==> src/rtl/slink_rx_deskew_mk2.sv <==
// slink_rx_deskew_mk2
// Multi-lane RX deskew. Each lane feeds a shift-register delay line. During
// TRAIN the block looks for the alignment symbol on every active lane and
// locks each lane's read pointer so that all lanes present the symbol in
// the same cycle. While LOCKED it watches the deskewed outputs and re-trains
// after repeated misalignment. A training timeout parks the block in ERROR
// until enable drops.
module slink_rx_deskew_mk2 #(
    parameter int NUM_LANES      = 4,
    parameter int DATA_WIDTH     = 8,
    parameter int FIFO_DEPTH     = 8,
    parameter int PTR_W          = $clog2(FIFO_DEPTH),
    parameter int TRAIN_TIMEOUT  = 1024,
    parameter int MISALIGN_LIMIT = 4
) (
    input  logic                            clk,
    input  logic                            reset,
    input  logic                            enable,
    input  logic [2:0]                      active_lanes,
    input  logic [DATA_WIDTH-1:0]           align_symbol,
    input  logic [NUM_LANES*DATA_WIDTH-1:0] rx_data_in,
    input  logic [NUM_LANES-1:0]            rx_data_valid,
    output logic [NUM_LANES*DATA_WIDTH-1:0] rx_data_out,
    output logic [NUM_LANES-1:0]            rx_data_valid_out,
    output logic [NUM_LANES*PTR_W-1:0]      fifo_ptr_status,
    output logic [1:0]                      deskew_state,
    output logic                            skew_error,
    output logic                            relock_pulse
);

    localparam int TO_W  = $clog2(TRAIN_TIMEOUT + 1);
    localparam int MIS_W = $clog2(MISALIGN_LIMIT + 1);

    localparam logic [1:0] ST_IDLE   = 2'd0;
    localparam logic [1:0] ST_TRAIN  = 2'd1;
    localparam logic [1:0] ST_LOCKED = 2'd2;
    localparam logic [1:0] ST_ERROR  = 2'd3;

    localparam logic [TO_W-1:0]  TO_LAST  = TO_W'(TRAIN_TIMEOUT - 1);
    localparam logic [MIS_W-1:0] MIS_LAST = MIS_W'(MISALIGN_LIMIT - 1);

    // Delay line entries hold {valid, data}; index 0 is the newest sample.
    logic [DATA_WIDTH:0]     dl_q [NUM_LANES][FIFO_DEPTH];

    logic [PTR_W-1:0]        ptr_q [NUM_LANES];
    logic [PTR_W-1:0]        ptr_d [NUM_LANES];
    logic [1:0]              state_q;
    logic [1:0]              state_d;
    logic [TO_W-1:0]         to_cnt_q;
    logic [TO_W-1:0]         to_cnt_d;
    logic [MIS_W-1:0]        mis_cnt_q;
    logic [MIS_W-1:0]        mis_cnt_d;
    logic                    relock_q;
    logic                    relock_d;

    logic [8:0]              lane_cnt_s;
    logic [NUM_LANES-1:0]    lane_act_s;
    logic [FIFO_DEPTH-1:0]   match_s [NUM_LANES];
    logic [PTR_W-1:0]        cand_s  [NUM_LANES];
    logic [NUM_LANES-1:0]    hit_s;
    logic [NUM_LANES-1:0]    cand_zero_s;
    logic [NUM_LANES-1:0]    out_com_s;
    logic                    lock_s;
    logic                    all_com_s;
    logic                    any_com_s;

    // Decode the active lane count into a per-lane enable mask.
    always_comb begin
        lane_cnt_s = 9'd1 << active_lanes;
        for (int i = 0; i < NUM_LANES; i++) begin
            lane_act_s[i] = (9'(i) < lane_cnt_s);
        end
    end

    // Shift each lane's delay line; idle or inactive lanes are flushed to zero.
    always_ff @(posedge clk or posedge reset) begin
        if (reset) begin
            for (int i = 0; i < NUM_LANES; i++) begin
                for (int k = 0; k < FIFO_DEPTH; k++) begin
                    dl_q[i][k] <= '0;
                end
            end
        end else begin
            for (int i = 0; i < NUM_LANES; i++) begin
                if (!enable || !lane_act_s[i]) begin
                    for (int k = 0; k < FIFO_DEPTH; k++) begin
                        dl_q[i][k] <= '0;
                    end
                end else begin
                    dl_q[i][0] <= {rx_data_valid[i], rx_data_in[i*DATA_WIDTH +: DATA_WIDTH]};
                    for (int k = 1; k < FIFO_DEPTH; k++) begin
                        dl_q[i][k] <= dl_q[i][k-1];
                    end
                end
            end
        end
    end

    // Flag every delay-line entry holding a valid alignment symbol.
    always_comb begin
        for (int i = 0; i < NUM_LANES; i++) begin
            for (int k = 0; k < FIFO_DEPTH; k++) begin
                match_s[i][k] = dl_q[i][k][DATA_WIDTH] &&
                                (dl_q[i][k][DATA_WIDTH-1:0] == align_symbol);
            end
        end
    end

    // Pick the most recent symbol per lane; inactive lanes never block a lock.
    always_comb begin
        for (int i = 0; i < NUM_LANES; i++) begin
            hit_s[i]  = 1'b0;
            cand_s[i] = '0;
            for (int k = FIFO_DEPTH - 1; k >= 0; k--) begin
                cand_s[i] = match_s[i][k] ? PTR_W'(k) : cand_s[i];
                hit_s[i]  = hit_s[i] | match_s[i][k];
            end
            if (!lane_act_s[i]) begin
                hit_s[i]  = 1'b1;
                cand_s[i] = '0;
            end else begin
                cand_s[i] = cand_s[i];
            end
            cand_zero_s[i] = (cand_s[i] == '0);
        end
        // The symbol just arrived on the latest lane: every lane now holds it.
        lock_s = (&hit_s) && (|(lane_act_s & hit_s & cand_zero_s));
    end

    // Present each active lane's selected entry; inactive lanes read as zero.
    always_comb begin
        rx_data_out       = '0;
        rx_data_valid_out = '0;
        fifo_ptr_status   = '0;
        for (int i = 0; i < NUM_LANES; i++) begin
            if (lane_act_s[i]) begin
                rx_data_out[i*DATA_WIDTH +: DATA_WIDTH] = dl_q[i][ptr_q[i]][DATA_WIDTH-1:0];
                rx_data_valid_out[i]                    = dl_q[i][ptr_q[i]][DATA_WIDTH];
                fifo_ptr_status[i*PTR_W +: PTR_W]       = ptr_q[i];
            end else begin
                rx_data_out[i*DATA_WIDTH +: DATA_WIDTH] = '0;
                rx_data_valid_out[i]                    = 1'b0;
                fifo_ptr_status[i*PTR_W +: PTR_W]       = '0;
            end
        end
    end

    // Watch the deskewed outputs for the alignment symbol on active lanes.
    always_comb begin
        for (int i = 0; i < NUM_LANES; i++) begin
            out_com_s[i] = lane_act_s[i] && rx_data_valid_out[i] &&
                           (rx_data_out[i*DATA_WIDTH +: DATA_WIDTH] == align_symbol);
        end
        all_com_s = ((out_com_s & lane_act_s) == lane_act_s);
        any_com_s = |out_com_s;
    end

    // Training / lock state machine with timeout and misalign counters.
    always_comb begin
        state_d   = state_q;
        to_cnt_d  = to_cnt_q;
        mis_cnt_d = mis_cnt_q;
        relock_d  = 1'b0;
        ptr_d     = ptr_q;
        if (!enable) begin
            state_d   = ST_IDLE;
            to_cnt_d  = '0;
            mis_cnt_d = '0;
            for (int i = 0; i < NUM_LANES; i++) begin
                ptr_d[i] = '0;
            end
        end else begin
            case (state_q)
                ST_IDLE: begin
                    state_d   = ST_TRAIN;
                    to_cnt_d  = '0;
                    mis_cnt_d = '0;
                    for (int i = 0; i < NUM_LANES; i++) begin
                        ptr_d[i] = '0;
                    end
                end
                ST_TRAIN: begin
                    // A lock on the timeout cycle still wins.
                    if (lock_s) begin
                        state_d   = ST_LOCKED;
                        mis_cnt_d = '0;
                        for (int i = 0; i < NUM_LANES; i++) begin
                            ptr_d[i] = cand_s[i];
                        end
                    end else if (to_cnt_q == TO_LAST) begin
                        state_d = ST_ERROR;
                    end else begin
                        to_cnt_d = to_cnt_q + TO_W'(1);
                    end
                end
                ST_LOCKED: begin
                    if (all_com_s) begin
                        mis_cnt_d = '0;
                    end else if (any_com_s) begin
                        if (mis_cnt_q >= MIS_LAST) begin
                            state_d   = ST_TRAIN;
                            relock_d  = 1'b1;
                            mis_cnt_d = '0;
                            to_cnt_d  = '0;
                        end else begin
                            mis_cnt_d = mis_cnt_q + MIS_W'(1);
                        end
                    end else begin
                        mis_cnt_d = mis_cnt_q;
                    end
                end
                ST_ERROR: begin
                    state_d = ST_ERROR;
                end
                default: begin
                    state_d = ST_IDLE;
                end
            endcase
        end
    end

    // Control registers.
    always_ff @(posedge clk or posedge reset) begin
        if (reset) begin
            state_q   <= ST_IDLE;
            to_cnt_q  <= '0;
            mis_cnt_q <= '0;
            relock_q  <= 1'b0;
            for (int i = 0; i < NUM_LANES; i++) begin
                ptr_q[i] <= '0;
            end
        end else begin
            state_q   <= state_d;
            to_cnt_q  <= to_cnt_d;
            mis_cnt_q <= mis_cnt_d;
            relock_q  <= relock_d;
            for (int i = 0; i < NUM_LANES; i++) begin
                ptr_q[i] <= ptr_d[i];
            end
        end
    end

    assign deskew_state = state_q;
    assign skew_error   = (state_q == ST_ERROR);
    assign relock_pulse = relock_q;

endmodule
==> config.mk <==
export PLATFORM = sky130hd
export DESIGN_NAME = slink_rx_deskew_mk2
export DESIGN_NICKNAME = d
export VERILOG_FILES = /design/src/rtl/slink_rx_deskew_mk2.sv
export SDC_FILE = /design/constraint.sdc
export NUM_CORES = 1
export LEC_CHECK = 0
export CAP_MARGIN = 40
export CORE_UTILIZATION = 60
export DETAILED_ROUTE_END_ITERATION = 10
export HOLD_SLACK_MARGIN = 0.08
export PLACE_DENSITY = 0.86
export SLEW_MARGIN = 5
export SYNTH_ARGS = -nofsm -noshare
export SYNTH_HDL_FRONTEND = slang
export SYNTH_SLANG_ARGS = --single-unit
==> constraint.sdc <==
create_clock -name clk -period 13.5 [get_ports clk]
set_clock_uncertainty 0.1 [all_clocks]
set_input_delay 2.7 -clock clk [delete_from_list [all_inputs] [get_ports clk]]
set_output_delay 2.7 -clock clk [all_outputs]
set_load 0.01 [all_outputs]
==> out/metrics.yaml, run 1 <==
num_io_pins: 102
initial_core_util_pct: 61.5
fmax_ghz: 0.126
area_growth_pct: 12.8
antenna_found_initial: 1
p_per_area_mw_per_mm2: 109
fin_area_sq_mm: 0.0194
end_kind: "primary output"
track_usage_pct: 31.1
status: "finished, final reports clean"
drc_errors: 0
fin_nets: 1624
hold_viol: 0
fp-row-count: 61
grt_pass1_vias: 12564
grt_max_degree: 202
synthTopCellsByCount: "317 x dfrtp_1, 222 x and3_1, 189 x xnor2_1, 85 x xor2_1, 80 x and2_1"
yosysTopAreaCell: "dfrtp_1"
slew_headroom_pct: 26.9
slowest_delay_ps: 760
fin_ws_ps: 5550
max-cap-violations: 0
clk_pin_slew_ps: 60
final_layout_size_suffix_gt1_share_pct: 11.0
root_buffer: "clkbuf_16"
post_cts_resized: 0
synthArstFlopShare_pct: 100
fin_crit_sh_pct: 58.9
numClockSinks: 317
place_area_sq_mm: 0.0183
yosys_warnings: 0
instances_no_fill: 1973
crit_arrival_ps: 5150
cp_max_fo: 72
overflow: 0
hp-class: "reg2reg"
fill_cells: 1967
min_period_ps: 7950
hpwl_mm: 28.4
clk_path_buf_depth: 3
wl_per_cell_microns: 22.4
grt_pass1_wl_mm: 69.8
numPortBuffers: 101
ant_nets: 0
synth-main-ff-cell: "dfrtp_1"
setup_viol: 0
die_h_microns: 171
crit_chain: "clkdlybuf4s50_1, or2_4, o21ai_0, nor2_1, clkdlybuf4s50_1"
synth_area_per_cell_sq_um: 11.2
dr.pass1.iters: 5
drt-initial-drc-count: 1534
required_ps: 10700
rsz0062_at_grt: "false"
synth_seq_area_share_pct: 46.2
syn_nets: 1589
numCtsBuffers: 34
core_sq_mm: 0.0279
synth-seq-cells: 317
final.setup.tns_ps: 0
synth_top_area_share_pct: 46.2
worst_pin_slew_ps: 1100
vias: 12515
irDropWorstVdd_mv: 0.0852
netlist_top_cells_area: "dfrtp_1 46%, xnor2_1 9.6%, and3_1 8.1%"
post_cts_buffers: 0
viasPerCell: 6.34
yosys.cell_count.top_type: "dfrtp_1"
power_leakage_uw: 0.00905
drv_slew: 0
die_area_sq_mm: 0.0293
dp_cells: 1913
synth.distinct_cells: 71
crit_top_cell: "clkdlybuf4s50_1"
cts_tree: "built"
crit_buf_inv: 2
die_w_microns: 171
clkLatencyLatePin_ps: 510
syn-instance-count: 1536
ctsHtreeMaxLevel: 2
syn_area_sq_mm: 0.0172
cpMaxStageDelayCell: "clkdlybuf4s50_1"
start_kind: "input port"
wl_mm: 44.2
crit_type: "in2out"
synth_edf_count: 0
cts_hold_buf: 0
gp_congestion: 0.938
critPathTopFamily: "buffers and inverters"
dp_slack_ps: 5610
## logic make-up (layout without fill, tap and decap cells)
logic type,count (synthesis),after routing,share of synthesized area [%]
AO/OA/AOI/OAI,107,107,4.70
XOR/XNOR,274,274,14.0
adder cells (fa/ha/maj),3,3,0.219
buffers and inverters,148,206,4.28
flip-flops,317,317,46.2
multiplexers,125,125,11.1
other,0,1,0
AND/OR/NAND/NOR,562,562,19.6
## sequential cells by signal, summed over array words and instances (netlist names)
signal / count
mis_cnt_q: 3
ptr_q: 12
relock_pulse: 1
deskew_state: 2
dl_q: 288
to_cnt_q: 11
## power by group
| group | switching (uW) | internal [uW] | leakage, uW |
|---|---|---|---|
| logic | 118 | 81.8 | 0.00413 |
| registers | 16.2 | 965 | 0.00437 |
| clock network | 374 | 551 | 0.000550 |
| total | 509 | 1600 | 0.00905 |
## worst register-to-register path, cell delays in order, from the launching register on
cell and delay (ps):
dfrtp_1 670, buf_8 240, mux4_2 520, mux2i_1 330, xnor2_1 150, nor4_1 400
and3_1 410, nor4_2 130, nand4bb_4 280, a32oi_4 360, inv_4 70, a22o_1 230
## area by class of cell
class	instances	area (sq um)	share of cell area [%]
Multi-Input combinational cell	1071	8520	44.0
Sequential cell	317	7930	40.9
Timing Repair Buffer	124	1240	6.41
Clock buffer	50	1030	5.34
Tap cell	378	473	2.44
Inverter	23	96.3	0.497
Clock inverter	9	76.3	0.394
Antenna cell	1	2.50	0.0129
## layer usage
layer  vias to the layer above  wire (microns)  GRT usage (%)
met3                       112            3870           6.74
met2                       616           21100           50.1
met5                         -              13              0
met1                      6270           17700           41.3
met4                         2            1470           12.0
li1                       5515               -              -
## cell usage in the layout, fill, tap and decap left out, types with 41 or more instances in the layout
| cell type | n |
|---|---|
| xor2_1 | 85 |
| and3_1 | 222 |
| nand4_1 | 44 |
| mux2i_1 | 44 |
| xnor2_1 | 189 |
| clkdlybuf4s50_1 | 92 |
| mux4_2 | 41 |
| and2_1 | 80 |
| nor3_1 | 48 |
| dfrtp_1 | 316 |
## final timing paths
check	startpoint	endpoint	slack [ps]	cells past startpoint
max	active_lanes[1]	rx_data_out[31]	5550	5
min	dl_q[269]	dl_q[260]	420	1
max reg2reg	ptr_q[10]	to_cnt_q[1]	9510	11
min reg2reg	dl_q[269]	dl_q[260]	420	1
max in group asynchronous	reset	dl_q[264]	9110	3
min in group asynchronous	reset	dl_q[45]	2620	2
## stage by stage
| step | hold WS, ps | utilization, % | total power (uW) |
|---|---|---|---|
| 2_1_floorplan | 374 | - | 1130 |
| 3_3_place_gp | 388 | 64.9 | 1190 |
| 3_5_place_dp | 405 | 65.4 | 1190 |
| 4_1_cts | 418 | 69.3 | 2120 |
| 5_1_grt | 440 | 69.3 | 2170 |
| 6_report | 422 | 69.4 | 2110 |
(Power assumes the default switching activity.)
==> run 2, diff against run 1 <==
--- a/config.mk
+++ b/config.mk
@@ -6,10 +6,10 @@
 export NUM_CORES = 1
 export LEC_CHECK = 0
 export CAP_MARGIN = 40
-export CORE_UTILIZATION = 60
+export CORE_UTILIZATION = 55
 export DETAILED_ROUTE_END_ITERATION = 10
 export HOLD_SLACK_MARGIN = 0.08
-export PLACE_DENSITY = 0.86
+export PLACE_DENSITY = 0.83
 export SLEW_MARGIN = 5
 export SYNTH_ARGS = -nofsm -noshare
 export SYNTH_HDL_FRONTEND = slang
==> constraint.sdc (replaced) <==
create_clock -name clk -period 6.9 [get_ports clk]
set_clock_uncertainty 0.1 [all_clocks]
set_input_delay 1.38 -clock clk [delete_from_list [all_inputs] [get_ports clk]]
set_output_delay 1.38 -clock clk [all_outputs]
set_load 0.01 [all_outputs]
==> out/metrics.yaml, run 2 (synthesized netlist as in run 1, its figures left out) <==
grt_max_degree: 160  # -21%
diodes: 0  # -1
ant_nets: 0  # unchanged
vias: 12573  # +0.46%
cpMaxStageDelayCell: "or2_4"
hpwl_mm: 30.1  # +6.0%
grt_use_met2_pct: 44.8  # -5.3 points
fin_crit_sh_pct: 77.4
cp_max_fo: 89  # +24%
irDropWorstVdd_mv: 0.206  # +140%
fp-row-count: 64  # +4.9%
power_leakage_uw: 0.00909  # +0.43%
grt_pass1_wl_mm: 71.0  # +1.7%
start_kind: "input port"
largest_register_ff_count: 288  # unchanged
final_layout_size_suffix_gt1_share_pct: 11.1  # +0.16 points
wl_mm: 44.1  # -0.11%
clk_path_buf_depth: 3  # unchanged
power_uw: 4120  # +96%
gp_congestion: 0.935  # -0.28%
cts_tree: "built"
crit_top_cell: "clkdlybuf4s50_1"
root_buffer: "clkbuf_16"
hp-class: "reg2reg"
drt-initial-drc-count: 1449  # -5.5%
setup_viol: 0  # unchanged
clk_pin_slew_ps: 60  # about the same
die_w_microns: 179  # +4.4%
ctsHtreeMaxLevel: 2  # unchanged
required_ps: 5420  # -5280 ps
dr.pass1.iters: 5  # unchanged
end_kind: "primary output"
post_cts_resized: 0  # unchanged
gr-usage-met3_pct: 5.49  # -1.2 points
slew_headroom_pct: 38.6  # +12 points
grt_pass1_vias: 12819  # +2.0%
layout_commonest_cell: "dfrtp_1"
worst_pin_slew_ps: 920  # -176 ps
grtUsageMet1_pct: 39.7  # -1.6 points
max-cap-violations: 0  # unchanged
viasPerCell: 6.31  # -0.59%
post_cts_buffers: 0  # unchanged
fin_nets: 1628  # +0.25%
final.setup.tns_ps: 0  # unchanged
p_per_area_mw_per_mm2: 211  # +94%
status: "finished, final reports clean"
initial_core_util_pct: 56.0  # -5.5 points
die_h_microns: 179  # +4.4%
die_area_sq_mm: 0.0319  # +9.0%
top_usage_layer: "met2"
antenna_found_initial: 0  # -1
reg_top3: "dl_q: 288 flops, ptr_q: 12 flops, to_cnt_q: 11 flops"
clkLatencyLatePin_ps: 520  # about the same
area_growth_pct: 13.5
crit_buf_inv: 2  # unchanged
num_io_pins: 102  # unchanged
numCtsBuffers: 34  # unchanged
track_usage_pct: 28.8  # -2.3 points
largest_register: "dl_q"
drv_slew: 0  # unchanged
crit_chain: "clkdlybuf4s50_1, or2_4, o21ai_0, nor2_1, clkdlybuf4s50_1"
critPathTopFamily: "buffers and inverters"
rsz0062_at_grt: "false"
hold_viol: 0  # unchanged
drc_errors: 0  # unchanged
numPortBuffers: 101  # unchanged
wl_per_cell_microns: 22.1  # -1.2%
min_period_ps: 5340
slowest_delay_ps: 720  # -40 ps
crit_type: "in2out"
fill_cells: 2298  # +17%
core_sq_mm: 0.0307  # +9.8%
overflow: 0  # unchanged
numClockSinks: 317  # unchanged
cts_hold_buf: 0  # unchanged
fmax_ghz: 0.187
final_cell_mix: "316 x dfrtp_1, 222 x and3_1, 189 x xnor2_1, 92 x clkdlybuf4s50_1, 85 x xor2_1"
crit_arrival_ps: 3860  # -1290 ps
## run 2: report_power, final
part / internal (uW) / switching [uW]
sequential: 1890 / 34.4
combinational: 168 / 232
clock: 1060 / 736
## run 2: layer usage
metal | vias up | routed length (microns) | share of wire [%]
met3 | 140 | 3820 | 8.7
met4 | 0 | 1700 | 3.8
met2 | 623 | 20600 | 47
met5 | - | 0 | 0
met1 | 6291 | 18000 | 41
li1 | 5519 | - | -
## run 2: worst register-to-register path: stages (launching register included)
cell	delay, ps
dfrtp_1	660
buf_8	230
mux4_2	510
mux2i_1	310
xnor2_1	120
nor4_1	450
and3_1	360
nor4_2	110
nand4bb_4	260
a32oi_4	340
inv_4	80
a22o_1	230
## run 2: stage by stage
| step | utilization [%] | instance area, sq um | worst slack [ps] | hold WS [ps] | cells |
|---|---|---|---|---|---|
| 6_report | 63.5 | 19500 | 1560 | 425 | 1994 |
| 5_1_grt | 63.5 | 19500 | 1410 | 437 | 1994 |
| 4_1_cts | 63.5 | 19500 | 1580 | 426 | 1994 |
| 3_5_place_dp | 60.0 | 18400 | 1590 | 413 | 1935 |
| 3_3_place_gp | 59.1 | 18100 | 1640 | 391 | 1921 |
| 2_1_floorplan | - | 17200 | 1200 | 374 | 1536 |
## run 2: final timing paths
path / depth (start not counted) / start / endpoint / slack, ps
max in group asynchronous: 4 / reset / dl_q[225] / 4280
worst max register to register: 11 / ptr_q[10] / to_cnt_q[1] / 3010
worst min-delay path: 1 / dl_q[278] / dl_q[269] / 420
worst max-delay path: 5 / active_lanes[2] / rx_data_out[31] / 1560
worst min register to register: 1 / dl_q[278] / dl_q[269] / 420
min in group asynchronous: 2 / reset / dl_q[62] / 1080
## run 2: final cells by class
cell class / count / area (sq um) / share of cell area, %
flip-flops and latches: 317 / 7930 / 40.7
clock inverters: 11 / 113 / 0.578
repair buffers: 128 / 1360 / 6.99
inverters: 23 / 92.6 / 0.475
well taps: 396 / 495 / 2.54
clock buffers: 48 / 975 / 5.00
multi-input cells: 1071 / 8520 / 43.7
==> run 3, diff against run 2 <==
--- a/config.mk
+++ b/config.mk
@@ -6,10 +6,10 @@
 export NUM_CORES = 1
 export LEC_CHECK = 0
 export CAP_MARGIN = 40
-export CORE_UTILIZATION = 55
+export CORE_UTILIZATION = 60
 export DETAILED_ROUTE_END_ITERATION = 10
 export HOLD_SLACK_MARGIN = 0.08
-export PLACE_DENSITY = 0.83
+export PLACE_DENSITY = 0.86
 export SLEW_MARGIN = 5
 export SYNTH_ARGS = -nofsm -noshare
 export SYNTH_HDL_FRONTEND = slang
==> constraint.sdc (replaced) <==
create_clock -name clk -period 5.2 [get_ports clk]
set_clock_uncertainty 0.1 [all_clocks]
set_input_delay 1.04 -clock clk [delete_from_list [all_inputs] [get_ports clk]]
set_output_delay 1.04 -clock clk [all_outputs]
set_load 0.01 [all_outputs]
==> out/metrics.yaml, run 3 (synthesized netlist as in run 1, its figures left out) <==
final_cell_mix: "316 x dfrtp_1, 222 x and3_1, 189 x xnor2_1, 92 x clkdlybuf4s50_1, 85 x xor2_1"
ant_nets: 0  # unchanged
die_h_microns: 171  # -4.2%
clk_path_buf_depth: 3  # unchanged
worst_pin_slew_ps: 822  # -98.7 ps
final.setup.tns_ps: 0  # unchanged
end_kind: "primary output"
dr.pass1.iters: 5  # unchanged
fin_util_pct: 69.9  # +6.4 points
core_sq_mm: 0.0279  # -8.9%
crit_arrival_ps: 3210  # -650 ps
slowest_delay_ps: 600  # -120 ps
layout_commonest_cell: "dfrtp_1"
initial_core_util_pct: 61.5  # +5.5 points
drt-initial-drc-count: 1394  # -3.8%
die_w_microns: 171  # -4.2%
track_usage_pct: 30.9  # +2.1 points
antenna_found_initial: 0  # unchanged
irDropWorstVdd_mv: 0.269  # +31%
min_period_ps: 4350
cpMaxStageDelayCell: "nor2_1"
power_uw: 5530  # +34%
place_area_sq_mm: 0.0184  # unchanged
rsz0062_at_grt: "false"
post_cts_buffers: 0  # unchanged
clkLatencyLatePin_ps: 520  # about the same
start_kind: "input port"
wl_mm: 43.7  # -0.98%
slew_headroom_pct: 45.2  # +6.6 points
ctsHtreeMaxLevel: 2  # unchanged
fp-row-count: 61  # -4.7%
diodes: 0  # unchanged
vias: 12506  # -0.53%
largest_register_ff_count: 288  # unchanged
drv_slew: 0  # unchanged
fin_nets: 1637  # +0.55%
setup_viol: 0  # unchanged
grt_pass1_wl_mm: 69.6  # -1.9%
clk_pin_slew_ps: 60  # about the same
final_layout_size_suffix_gt1_share_pct: 11.6  # +0.46 points
fin_area_sq_mm: 0.0195  # +0.22%
area_growth_pct: 13.7
hp-class: "reg2reg"
die_area_sq_mm: 0.0293  # -8.2%
cts_tree: "built"
hold_viol: 0  # unchanged
reg_top3: "dl_q: 288 flops, ptr_q: 12 flops, to_cnt_q: 11 flops"
grt_pass1_vias: 12618  # -1.6%
p_per_area_mw_per_mm2: 283  # +34%
gp_congestion: 0.966  # +3.3%
largest_register: "dl_q"
overflow: 0  # unchanged
crit_top_cell: "clkdlybuf4s50_1"
numClockSinks: 317  # unchanged
cts_hold_buf: 0  # unchanged
fin_crit_sh_pct: 83.6
root_buffer: "clkbuf_16"
num_io_pins: 102  # unchanged
cp_max_fo: 9  # -90%
required_ps: 4060  # -1360 ps
numPortBuffers: 101  # unchanged
post_cts_resized: 0  # unchanged
power_leakage_uw: 0.00912  # +0.38%
crit_buf_inv: 2  # unchanged
viasPerCell: 6.31  # about the same
fill_cells: 1975  # -14%
fmax_ghz: 0.230
drc_errors: 0  # unchanged
critPathTopFamily: "simple AND/OR/NAND/NOR gates"
crit_type: "in2out"
numCtsBuffers: 34  # unchanged
crit_chain: "clkdlybuf4s50_1, nor2_1, nand2_1, and3_1, clkdlybuf4s50_1"
status: "finished, final reports clean"
max-cap-violations: 0  # unchanged
hpwl_mm: 30.5  # +1.3%
grt_max_degree: 218  # +36%
wl_per_cell_microns: 22.0  # -0.38%
[run 3: cell types whose count changed in the layout (fill, tap and decap cells not counted), sizes merged]
cell,change
buf,+9
clkbuf,+2
clkinv,-6
clkinvlp,+2
inv,-1
[run 3: area by class of cell]
| class | instances | area, sq um | area share [%] |
|---|---|---|---|
| multi-input cells | 1071 | 8520 | 43.6 |
| flip-flops and latches | 317 | 7930 | 40.6 |
| repair buffers | 137 | 1390 | 7.09 |
| clock buffers | 50 | 1040 | 5.35 |
| well taps | 378 | 473 | 2.42 |
| inverters | 23 | 92.6 | 0.474 |
| clock inverters | 6 | 85.1 | 0.436 |
[run 3: worst paths after layout]
check | start | cells after the start | slack (ps) | end
worst max-delay path | active_lanes[2] | 5 | 850 | rx_data_out[11]
worst min-delay path | dl_q[261] | 1 | 420 | dl_q[252]
worst max register to register | ptr_q[3] | 11 | 1160 | to_cnt_q[1]
worst min register to register | dl_q[261] | 1 | 420 | dl_q[252]
max in group asynchronous | reset | 3 | 3240 | dl_q[222]
min in group asynchronous | reset | 2 | 870 | dl_q[47]
[run 3: worst register-to-register path, cell delays in order, from the launching register on]
cell and delay, ps:
dfrtp_1 620, buf_4 390, mux4_1 680, a22o_1 300, xnor2_1 160, nand4_1 190
nor4b_4 430, nor4_2 130, nand4bb_4 270, a32oi_4 350, inv_4 70, a22o_1 230
[run 3: report_power, final]
part	total, uW	switching [uW]	internal, uW
Combinational	534	310	224
Clock	2450	964	1480
Sequential	2550	41.5	2500
[run 3: per-stage QoR]
step	std cells	hold WS (ps)	setup slack, ps
after global routing	1982	438	650
final	1982	417	852
after CTS	1982	420	883
after global placement	1921	385	772
after detailed placement	1926	412	680
after floorplan	1536	374	-165
[run 3: routing by layer]
layer	up-vias	track usage [%]	share of wire (%)	routed length [microns]
met5	-	0	0	0
met4	0	12.9	3.8	1670
met3	126	4.97	7.9	3440
met2	596	49.1	47	20700
met1	6242	42.6	41	17800
li1	5542	-	-	-
